## src/rtl/hazard_ctrl.sv

```systemverilog
// Pipeline hazard controller: per-cycle load/flush steering for a five-stage
// pipeline, a data-memory FSM for two-access indirect loads/stores, and stall/redirect counters.
module hazard_ctrl (
  input  logic        iClk,
  input  logic        iReset,
  input  logic        iMemAccess,
  input  logic        iMemIndirect,
  input  logic        iDmemResp,
  input  logic        iImemResp,
  input  logic        iBranchTaken,
  input  logic        iLoadUse,
  input  logic        iCountClr,
  output logic        oLoadPC,
  output logic        oPcSelTarget,
  output logic        oLoadIfId,
  output logic        oFlushIfId,
  output logic        oLoadIdEx,
  output logic        oFlushIdEx,
  output logic        oLoadExMem,
  output logic        oFlushExMem,
  output logic        oLoadMemWb,
  output logic        oFlushMemWb,
  output logic        oDmemReq,
  output logic        oDmemIndPhase,
  output logic        oLatchIndirect,
  output logic [15:0] oStallCount,
  output logic [15:0] oFlushCount
);

  typedef enum logic {M_IDLE = 1'b0, M_IND = 1'b1} mem_state_t;

  mem_state_t  state_r, state_next_s;
  logic        dstall_s;
  logic        redirect_s;
  logic [15:0] stall_count_r;
  logic [15:0] flush_count_r;

  // An indirect access always stalls its first phase, even when memory responds at once.
  assign dstall_s = iMemAccess & (~iDmemResp | ((state_r == M_IDLE) & iMemIndirect));

  // Data-memory FSM state register.
  always_ff @(posedge iClk) begin
    if (iReset) begin
      state_r <= M_IDLE;
    end else begin
      state_r <= state_next_s;
    end
  end

  // FSM next state and prioritised pipeline steering.
  always_comb begin
    state_next_s   = state_r;
    oLatchIndirect = 1'b0;
    oLoadPC        = 1'b0;
    oPcSelTarget   = 1'b0;
    oLoadIfId      = 1'b0;
    oFlushIfId     = 1'b0;
    oLoadIdEx      = 1'b0;
    oFlushIdEx     = 1'b0;
    oLoadExMem     = 1'b0;
    oFlushExMem    = 1'b0;
    oLoadMemWb     = 1'b0;
    oFlushMemWb    = 1'b0;
    redirect_s     = 1'b0;

    case (state_r)
      M_IDLE: begin
        if (iMemAccess & iMemIndirect & iDmemResp) begin
          state_next_s   = M_IND;
          oLatchIndirect = ~iReset;
        end else begin
          state_next_s = M_IDLE;
        end
      end
      M_IND: begin
        if (iDmemResp) begin
          state_next_s = M_IDLE;
        end else begin
          state_next_s = M_IND;
        end
      end
      default: begin
        state_next_s = M_IDLE;
      end
    endcase

    if (iReset) begin
      redirect_s = 1'b0;
    end else if (dstall_s) begin
      oLoadMemWb  = 1'b1;
      oFlushMemWb = 1'b1;
    end else if (iBranchTaken & ~iImemResp) begin
      // Hold everything so an in-flight fetch is never abandoned.
      redirect_s = 1'b0;
    end else if (iBranchTaken) begin
      redirect_s   = 1'b1;
      oLoadPC      = 1'b1;
      oPcSelTarget = 1'b1;
      oLoadIfId    = 1'b1;
      oFlushIfId   = 1'b1;
      oLoadIdEx    = 1'b1;
      oFlushIdEx   = 1'b1;
      oLoadExMem   = 1'b1;
      oFlushExMem  = 1'b1;
      oLoadMemWb   = 1'b1;
    end else if (iLoadUse) begin
      oLoadIdEx  = 1'b1;
      oFlushIdEx = 1'b1;
      oLoadExMem = 1'b1;
      oLoadMemWb = 1'b1;
    end else if (~iImemResp) begin
      oLoadIfId  = 1'b1;
      oFlushIfId = 1'b1;
      oLoadIdEx  = 1'b1;
      oLoadExMem = 1'b1;
      oLoadMemWb = 1'b1;
    end else begin
      oLoadPC    = 1'b1;
      oLoadIfId  = 1'b1;
      oLoadIdEx  = 1'b1;
      oLoadExMem = 1'b1;
      oLoadMemWb = 1'b1;
    end
  end

  // Saturating performance counters; clear wins over a same-cycle increment.
  always_ff @(posedge iClk) begin
    if (iReset || iCountClr) begin
      stall_count_r <= 16'h0000;
      flush_count_r <= 16'h0000;
    end else begin
      if (~oLoadPC && (stall_count_r != 16'hFFFF)) begin
        stall_count_r <= stall_count_r + 16'h0001;
      end
      if (redirect_s && (flush_count_r != 16'hFFFF)) begin
        flush_count_r <= flush_count_r + 16'h0001;
      end
    end
  end

  assign oDmemReq      = iMemAccess & ~iReset;
  assign oDmemIndPhase = (state_r == M_IND);
  assign oStallCount   = stall_count_r;
  assign oFlushCount   = flush_count_r;

endmodule
```

## config.mk

```make
export PLATFORM = sky130hd
export DESIGN_NAME = hazard_ctrl
export DESIGN_NICKNAME = d
export VERILOG_FILES = /design/src/rtl/hazard_ctrl.sv
export SDC_FILE = /design/constraint.sdc
export NUM_CORES = 1
export LEC_CHECK = 0
export ABC_AREA = 1
export CAP_MARGIN = 20
export CORE_UTILIZATION = 49
export CTS_BUF_LIST = sky130_fd_sc_hd__clkbuf_8 sky130_fd_sc_hd__clkbuf_16
export DETAILED_ROUTE_END_ITERATION = 8
export MAX_ROUTING_LAYER = met4
export PLACE_DENSITY = 0.8
export SYNTH_ARGS = -nofsm -noshare
export SYNTH_HDL_FRONTEND = slang
export SYNTH_SLANG_ARGS = --single-unit
```

## constraint.sdc

```tcl
create_clock -name iClk -period 1.9 [get_ports iClk]
set_clock_uncertainty 0.05 [all_clocks]
set_input_delay 0.38 -clock iClk [delete_from_list [all_inputs] [get_ports iClk]]
set_output_delay 0.38 -clock iClk [all_outputs]
set_load 0.03 [all_outputs]
```

# Word-level counts from Yosys, hierarchy flattened
# Cells that the tools add are included.
# word_totals
regBits	33
input_bits	9
out_inout_bits	45
word_cells	60
# op_classes
addsub	2
eq_ne	2
muxes	38
bitwise_logic	12
reduce_logical	3
# op_table
operator	n
$mux W1	37
$add A16 B1 Y16 const B	2
$ne A16 B16 Y1 const B	2
$and A1 B1 Y1	6
$not A1 Y1	5
$logic_and A1 B1 Y1	2
$pmux W1 S2	1
$logic_or A1 B1 Y1	1
$or A1 B1 Y1	1

# Longest topological paths before layout
# Gate-level depths: netlist (run 1).
# logic_depth
depth_word	8
mapped_depth	11
ltp_nobuf	10

# Least setup slack after synthesis (run 1)
# OpenSTA, ideal clock, no wires.
# synth_path
path_type	register to output
from	register state_r (netlist: oDmemIndPhase)
to	output oFlushIfId
arrival_time_ns	2.375
required_time_ns	1.470
slack_ns	-0.905
stages_incl_launch_ff	9
n_path_buf	0
cell_sequence	dfxtp_1 inv_1 nand2_1 nand2_2 nand2_2 inv_2 nor3_1 o21ai_1 a21oi_1
# synth_between
elab_chain_cells	6
# synth_rtl
item	line	rtl
start, declared	32	mem_state_t state_r, state_next_s;
start signal, assigned	46	state_r <= state_next_s;
$not A1 Y1	n/a	
$and A1 B1 Y1	39	assign dstall_s = iMemAccess & (~iDmemResp | ((state_r == M_IDLE) & iMemIndirect));
$or A1 B1 Y1	39	
$and A1 B1 Y1	39	
$mux W1	89	end else if (dstall_s) begin
$mux W1	87	if (iReset) begin
end, declared	16	output logic oFlushIfId,
# Every way passes these cells.

# Worst setup path after layout (run 1)
# layout_path
from	register stall_count_r[15] (netlist: oStallCount[15])
to	output oStallCount[15]
# layout_lines
item	line	rtl
start, declared	35	logic [15:0] stall_count_r;
start signal, assigned	133	stall_count_r <= stall_count_r + 16'h0001;
end, declared	26	output logic [15:0] oStallCount,
# No word-level cell between the ends.

==> results.ini, run 1 <==
[sta]
finalCriticalPeriod_ns=1.848
final_hold_viol_count=0
final.period_utilization=0.9726
drv_slew=0
max_freq_mhz=541.2
rsz0062_at_grt=false
slew_headroom=0.7844
setup_slack_ns=0.05214
whs_ns=0.4584
setup_viol=0
worstMarginPinSlew_ns=0.3228

[die]
start_util=0.5214
row_count=23
die_h_um=68.18
core_um2=4115
dieWidth_um=68.18
die_area_um2=4648
ios=54

[critical_path]
worst-path-buf-inv=1
worstReg2RegStart=oFlushCount[0]
timing.rr.end=oFlushCount[0]
cp_top_family=buffers and inverters
crit_chain=clkdlybuf4s50_1
required_ns=1.47
critPathLaunchType=register
slowest_delay_ns=0.71
cp-end-kind=output port
crit_slowest_cell=clkdlybuf4s50_1
ff2ff_path_depth=8
crit_arrival_ns=1.42
worst-r2r-setup-slack_ns=0.20
crit_type=reg2out
crit_path_max_fanout=5

[synthesis]
netlist_area_um2=2146
synth_area_per_cell_um2=6.062
yosys_warnings=0
ys_seq_area_frac=0.3079
synth_cell_type_count=29
syn_inst=354
synth_nets=365
ys_ff_latch=33

[global_route]
grt_pass1_vias=2073
grt_max_degree=28
globalRouteTotalUtil=0.2437
antenna_found_initial=0
grt_overflow=0
grt_pass1_wl_um=8342

[cells_and_area]
drive_gt1_frac=0.1816
antenna_cells=0
fillCellCount=355
nets=435
areaGrowthSynthToFinish_pct=37.03
multi_input_area_um2=1289
regArea_um2=664.4

[place]
io_buffers=53
gp_congestion=0.8449
dp_slack_ns=-0.1757
dpl.hpwl_um=3775

[status]
status=finished clean

[routing]
routed_wl_um=5155
firstDrtPassIters=4
post_drt_wl_per_cell_um=10.88
route.vias.total=2386
drc=0
antenna_left=0
dr.first_iter.drc_count=87
viasPerCell=5.034

[clock_network]
path_clk_slew_ns=0.08
root_buffer=clkbuf_8
clkSinkCount=33
cts.htree.levels=2
numCtsBuffers=5
clk_latency_ns=0.29
clockBufferDepth=2
cts_hold_buf=0
cts_tree=yes

[power]
peakVddDrop_mv=0.3634
finalPower_mw=1.429
power_leakage_nw=1.288
pwr_density_cell_nw_per_um2=486.1

[hold_path]
hold_end=oStallCount[8]
holdCritPathClass=reg2reg
hp-start=oStallCount[8]
hold_depth=2

[flow_run]
max_cap_viol_count=0

## cells in the mapped netlist
library cell	instances	area, µm²
buf_6	2	22.52
dfxtp_1	33	660.6
or2_2	1	6.260
o32ai_1	1	8.760
buf_4	2	15.01
nand2_2	9	56.30
a21oi_2	1	8.760
a21oi_1	16	80.08
clkinv_2	1	5.000
inv_1	39	146.4
xnor2_1	3	26.28
a21oi_4	1	16.27
inv_2	5	18.77
nand3b_1	2	15.01
buf_2	3	15.01
nand2_1	100	375.4
buf_8	1	15.01
nand3_1	26	130.1
nand4_1	7	43.79
o21ai_1	1	5.000
o21ai_0	4	20.02
nor2_2	7	43.79
nor3_1	1	5.000
nor2_4	2	22.52
nor2_1	77	289.0
ha_1	2	25.02
nand2_4	3	33.78
nand3_2	1	10.01
xor2_1	3	26.28
## flip-flops by register name (all words and copies together) (netlist names)
register and count:
oDmemIndPhase 1, oStallCount 16, oFlushCount 16
## cell usage in the layout (no fill, tap or decap), types with 4 or more instances in the layout
cell type | netlist | final
a21oi_1 | 16 | 15
nor2_1 | 77 | 74
buf_4 | 2 | 26
nand2_2 | 9 | 9
inv_1 | 39 | 38
nor2_2 | 7 | 10
clkdlybuf4s50_1 | 0 | 32
nand2_1 | 100 | 99
nand4_1 | 7 | 7
nand2_4 | 3 | 4
inv_2 | 5 | 7
nand3_1 | 26 | 26
clkbuf_8 | 0 | 5
dlygate4sd2_1 | 0 | 6
o21ai_0 | 4 | 4
dfxtp_1 | 33 | 32
## area by class of cell
class	instances	share of cell area
multi-input cells	268	0.4383
clock buffers	5	0.02340
inverters	45	0.05787
flip-flops and latches	33	0.2260
repair buffers	71	0.2302
clock inverters	2	0.002979
well taps	50	0.02128
## metal layers
layer	vias up	wire length, µm	track usage
li1	1232	-	-
met1	1072	2276	0.2525
met2	71	2474	0.4301
met3	11	315	0.06667
met4	0	89	0.1016
met5	-	0	-
## where the power goes
part           leakage, nW  total (mW)  internal [mW]  switching, mW
combinational        0.976       0.228         0.0965          0.132
sequential           0.267       0.705          0.697        0.00810
clock               0.0452       0.496          0.244          0.252
## metrics by stage
stage	std cells	instance area [µm²]	TNS, ns	util
floorplan	354	2183	-0.06443	-
global placement	466	2844	-0.6372	0.6911
detailed placement	466	2844	-1.175	0.6911
CTS	474	2928	0	0.7115
global route	474	2940	0	0.7145
finish	474	2940	0	0.7145
## worst max path at each step
stage	cells after the start	slack [ns]	to	from
final	1	0.05	oStallCount[15]	oStallCount[15]
after global routing	1	0.003	oFlushCount[3]	oFlushCount[3]
after CTS	1	0.04	oFlushCount[6]	oFlushCount[6]
after detailed placement	8	-0.18	oFlushIfId	iDmemResp
after global placement	8	-0.15	oFlushIfId	iDmemResp
after floorplan	8	-0.04	oFlushIfId	oDmemIndPhase
## kinds of logic after synthesis
group | after synthesis | share of synthesized area
AO/OA/AOI/OAI | 24 | 0.06473
XOR/XNOR | 6 | 0.02449
adder cells (fa/ha/maj) | 2 | 0.01166
buffers and inverters | 53 | 0.1108
flip-flops | 33 | 0.3079
AND/OR/NAND/NOR | 236 | 0.4805
## timing repair
action / in CTS / in global routing
setup endpoints to repair: 11 / 5
gates resized for setup: 9 / 6
setup buffers: 1 / 0
pin swaps: 2 / 0
Power figures use the tool's default switching activity.
==> run 2: changes to the inputs <==
==> constraint.sdc (replaced) <==
create_clock -name iClk -period 1.9 [get_ports iClk]
set_clock_uncertainty 0.05 [all_clocks]
set_input_delay 0.19 -clock iClk [delete_from_list [all_inputs] [get_ports iClk]]
set_output_delay 0.19 -clock iClk [all_outputs]
set_load 0.03 [all_outputs]
==> results.ini, run 2 (synthesized netlist as in run 1, its figures left out) <==
[global_route]
met2_usage=0.4216
top_usage_layer=met2
antenna_found_initial=0
grt_pass1_wl_um=8135
gr-usage-met1=0.2480
grtUsageMet3=0.06333
globalRouteTotalUtil=0.2375
grt_pass1_vias=1977
grt_overflow=0
grt_max_degree=19

[die]
dieWidth_um=68.18
die_area_um2=4648
die_h_um=68.18
start_util=0.5214
core_um2=4115
ios=54
row_count=23

[clock_network]
clk_latency_ns=0.28
path_clk_slew_ns=0.07
postCtsSetupRepairBufs=0
cts_hold_buf=0
cts_resized=0
root_buffer=clkbuf_8
numCtsBuffers=5
clockBufferDepth=2
clkSinkCount=33
cts_tree=yes
cts.htree.levels=2

[cells_and_area]
drive_gt1_frac=0.1432
fillCellCount=370
layout_commonest_cell=nand2_1
areaGrowthSynthToFinish_pct=30.61
final_cell_mix=100 x nand2_1, 77 x nor2_1, 42 x clkdlybuf4s50_1
antenna_cells=0
nets=422

[routing]
route.vias.total=2278
post_drt_wl_per_cell_um=10.58
viasPerCell=4.931
routed_wl_um=4889
dr.first_iter.drc_count=75
antenna_left=0
firstDrtPassIters=4
drc=0

[status]
status=finished clean

[sta]
drv_slew=0
slew_headroom=0.7864
worstMarginPinSlew_ns=0.3196
finalCriticalPeriod_ns=1.772
setup_slack_ns=0.1280
setup_tns_ns=0
final_hold_viol_count=0
rsz0062_at_grt=false
max_freq_mhz=564.3
setup_viol=0
whs_ns=0.4717
final.period_utilization=0.9327

[critical_path]
crit_slowest_cell=clkdlybuf4s50_1
slowest_delay_ns=0.69
cp-end-kind=output port
crit_type=in2out
crit_path_max_fanout=4
cpMostUsedCell=clkdlybuf4s50_1
required_ns=1.66
critPathLaunchType=input port
crit_arrival_ns=1.53
crit_chain=clkdlybuf4s50_1, nor2_1, clkdlybuf4s50_1

[place]
io_buffers=53
dpl.hpwl_um=3703
dp_slack_ns=0.1321
gp_congestion=0.8574

[power]
power_leakage_nw=1.148
peakVddDrop_mv=0.4228
pwr_density_cell_nw_per_um2=533.5

[flow_run]
max_cap_viol_count=0

[hold_path]
holdCritPathClass=reg2reg

==> run 2: cell types whose count changed in the layout (fill, tap and decap cells not counted), moves of 2 or more <==
cell             delta
clkdlybuf4s50_1    +10
nor2_2              -3
buf_4              -10
dlygate4sd2_1       -6
clkbuf_8            +2
dlymetal6s2s_1      -3
inv_2               -2
buf_12              -3
nor2_1              +3
==> run 2: worst paths after layout <==
| check | from | slack (ns) | depth (start not counted) | endpoint |
|---|---|---|---|---|
| max reg2reg | oFlushCount[1] | 0.22 | 8 | oFlushCount[0] |
| min | oStallCount[1] | 0.47 | 2 | oStallCount[1] |
| min reg2reg | oStallCount[1] | 0.47 | 2 | oStallCount[1] |
| max | iReset | 0.13 | 3 | oDmemReq |
==> run 2: power by group <==
group / internal (mW) / total (mW) / switching (mW)
clock network: 0.328 / 0.591 / 0.264
registers: 0.698 / 0.706 / 0.00770
logic: 0.0777 / 0.198 / 0.120
total: 1.10 / 1.50 / 0.392
==> run 2: area by class of cell <==
type | count | area, µm² | share of cell area
inverter | 45 | 170.2 | 0.06071
timing repair buffer | 58 | 540.5 | 0.1929
sequential | 33 | 661.9 | 0.2362
multi-input combinational | 268 | 1266 | 0.4518
clock buffer | 7 | 96.34 | 0.03437
clock inverter | 1 | 5.005 | 0.001786
tap | 50 | 62.56 | 0.02232
==> run 2: per-layer routing <==
metal / routed length (µm) / vias to the layer above
li1: - / 1212
met5: 0 / -
met1: 2135 / 1010
met2: 2459 / 51
met3: 242 / 5
met4: 51 / 0
==> run 2: critical path: cells and delay by family <==
family	cells	cell delay, ns
simple gates	1	0.17
buf+inv	2	1.17
==> run 2: stage by stage <==
stage,utilization,power [mW],cell area (µm²),cells
6_report,0.6811,1.495,2803,462
3_5_place_dp,0.6564,0.9206,2701,454
3_3_place_gp,0.6564,0.9171,2701,454
5_1_grt,0.6811,1.553,2803,462
2_1_floorplan,-,0.8507,2166,354
4_1_cts,0.6811,1.513,2803,462
==> run 3: changes to the inputs <==
--- a/config.mk
+++ b/config.mk
@@ -7,11 +7,11 @@
 export LEC_CHECK = 0
 export ABC_AREA = 1
 export CAP_MARGIN = 20
-export CORE_UTILIZATION = 49
+export CORE_UTILIZATION = 53
 export CTS_BUF_LIST = sky130_fd_sc_hd__clkbuf_8 sky130_fd_sc_hd__clkbuf_16
 export DETAILED_ROUTE_END_ITERATION = 8
 export MAX_ROUTING_LAYER = met4
-export PLACE_DENSITY = 0.8
+export PLACE_DENSITY = 0.85
 export SYNTH_ARGS = -nofsm -noshare
 export SYNTH_HDL_FRONTEND = slang
 export SYNTH_SLANG_ARGS = --single-unit
==> constraint.sdc (replaced) <==
create_clock -name iClk -period 2.1 [get_ports iClk]
set_clock_uncertainty 0.05 [all_clocks]
set_input_delay 0.21 -clock iClk [delete_from_list [all_inputs] [get_ports iClk]]
set_output_delay 0.21 -clock iClk [all_outputs]
set_load 0.03 [all_outputs]
==> results.ini, run 3 (synthesized netlist as in run 1, its figures left out) <==
[status]
status=finished clean

[power]
combPwrFrac=0.135
switching_power_mw=0.3562
pwr-share-seq=0.470
swShare=0.2624
pwr_density_cell_nw_per_um2=482.2
peakVddDrop_mv=0.3192
clkPwrFrac=0.395
power.internal_mw=1.001
power_leakage_nw=1.145

[routing]
viasPerCell=4.939
antenna_left=0
routed_wl_um=4883
firstDrtPassIters=4
post_drt_wl_per_cell_um=10.62
route.vias.total=2272
drc=0
dr.first_iter.drc_count=85

[global_route]
grt_pass1_vias=2004
grt_pass1_wl_um=8204
grt_max_degree=28
grt_overflow=0
antenna_found_initial=0
globalRouteTotalUtil=0.2496

[sta]
slew_headroom=0.7688
drv_slew=0
worstMarginPinSlew_ns=0.3460
max_freq_mhz=504.0
setup_viol=0
rsz0062_at_grt=false
setup_tns_ns=0
final_hold_viol_count=0
finalCriticalPeriod_ns=1.984
final.period_utilization=0.9449

[die]
die_area_um2=4307
die_h_um=65.63
start_util=0.5690
row_count=22
core_um2=3771
dieWidth_um=65.63
ios=54

[clock_network]
postCtsSetupRepairBufs=0
cts.htree.levels=2
clockBufferDepth=2
clk_latency_ns=0.29
clkSinkCount=33
cts_hold_buf=0
root_buffer=clkbuf_8
cts_tree=yes
cts_resized=0
path_clk_slew_ns=0.07
numCtsBuffers=5

[cells_and_area]
layout_commonest_cell=nand2_1
fillCellCount=319
nets=422
areaGrowthSynthToFinish_pct=31.20
drive_gt1_frac=0.1311
final_cell_mix=100 x nand2_1, 77 x nor2_1, 45 x clkdlybuf4s50_1
antenna_cells=0
utilization=0.7465

[critical_path]
crit_path_max_fanout=3
crit_slowest_cell=clkdlybuf4s50_1
worst-r2r-setup-slack_ns=0.39
required_ns=1.84
crit_path_start=iMemIndirect
crit_arrival_ns=1.72
crit_type=in2out
worstReg2RegStart=oFlushCount[0]
crit_chain=clkdlybuf4s50_1, nand2_1, nand2_2, nand2_2, a21oi_1, clkdlybuf4s50_1
cp-end-kind=output port
ff2ff_path_depth=8
slowest_delay_ns=0.69
critPathLaunchType=input port
timing.rr.end=oFlushCount[0]
setup.worst_path.end=oLoadMemWb

[hold_path]
holdCritPathClass=reg2reg

[place]
dpl.hpwl_um=3549
io_buffers=53
gp_congestion=0.8593

[flow_run]
max_cap_viol_count=0

run 3: power groups by stage:
| stage | Combinational (mW) | Sequential (mW) | Clock (mW) |
|---|---|---|---|
| after floorplan | 0.105 | 0.664 | 0 |
| after global placement | 0.180 | 0.653 | 0 |
| after detailed placement | 0.183 | 0.653 | 0 |
| after CTS | 0.183 | 0.639 | 0.546 |
| after global routing | 0.200 | 0.639 | 0.568 |
| final | 0.183 | 0.639 | 0.536 |
run 3: worst min-delay path by stage:
| stage | from | end | slack [ns] | depth (start not counted) |
|---|---|---|---|---|
| final | oStallCount[1] | oStallCount[1] | 0.46 | 2 |
| after global routing | oStallCount[1] | oStallCount[1] | 0.47 | 2 |
| after CTS | oStallCount[1] | oStallCount[1] | 0.46 | 2 |
| after detailed placement | oStallCount[1] | oStallCount[1] | 0.45 | 2 |
| after global placement | oStallCount[1] | oStallCount[1] | 0.44 | 2 |
| after floorplan | iDmemResp | oDmemIndPhase | 0.28 | 1 |
run 3: worst max-delay path, delay by kind of cell:
kind	cells	cell delay, ns
AND/OR/NAND/NOR	3	0.23
AO/OA/AOI/OAI	1	0.12
buffers and inverters	2	1.16
run 3: layout make-up:
type,instances,area [µm²],area share
clock buffers,7,96.34,0.03422
clock inverters,1,5.005,0.001778
inverters,45,170.2,0.06044
multi-input cells,268,1262,0.4484
flip-flops and latches,33,660.6,0.2347
well taps,48,60.06,0.02133
repair buffers,58,560.5,0.1991
run 3: per-layer routing:
layer | track usage | vias up | wire length, µm | part of all wire
met4 | 0.08967 | 0 | 67 | 0.014
met3 | 0.05035 | 10 | 185 | 0.038
li1 | - | 1212 | - | -
met1 | 0.2787 | 1002 | 2317 | 0.47
met5 | - | - | 0 | 0
met2 | 0.4362 | 48 | 2312 | 0.47
run 3: per-stage QoR:
| step | power [mW] | setup slack (ns) | std cells | area, µm² | hold WS, ns |
|---|---|---|---|---|---|
| floorplan | 0.7687 | 0.1122 | 354 | 2161 | 0.2753 |
| global placement | 0.8324 | 0.1291 | 452 | 2714 | 0.4439 |
| detailed placement | 0.8357 | 0.1126 | 452 | 2714 | 0.4524 |
| CTS | 1.368 | 0.1119 | 460 | 2815 | 0.4613 |
| global route | 1.408 | 0.01345 | 460 | 2815 | 0.4730 |
| finish | 1.358 | 0.1158 | 460 | 2815 | 0.4554 |
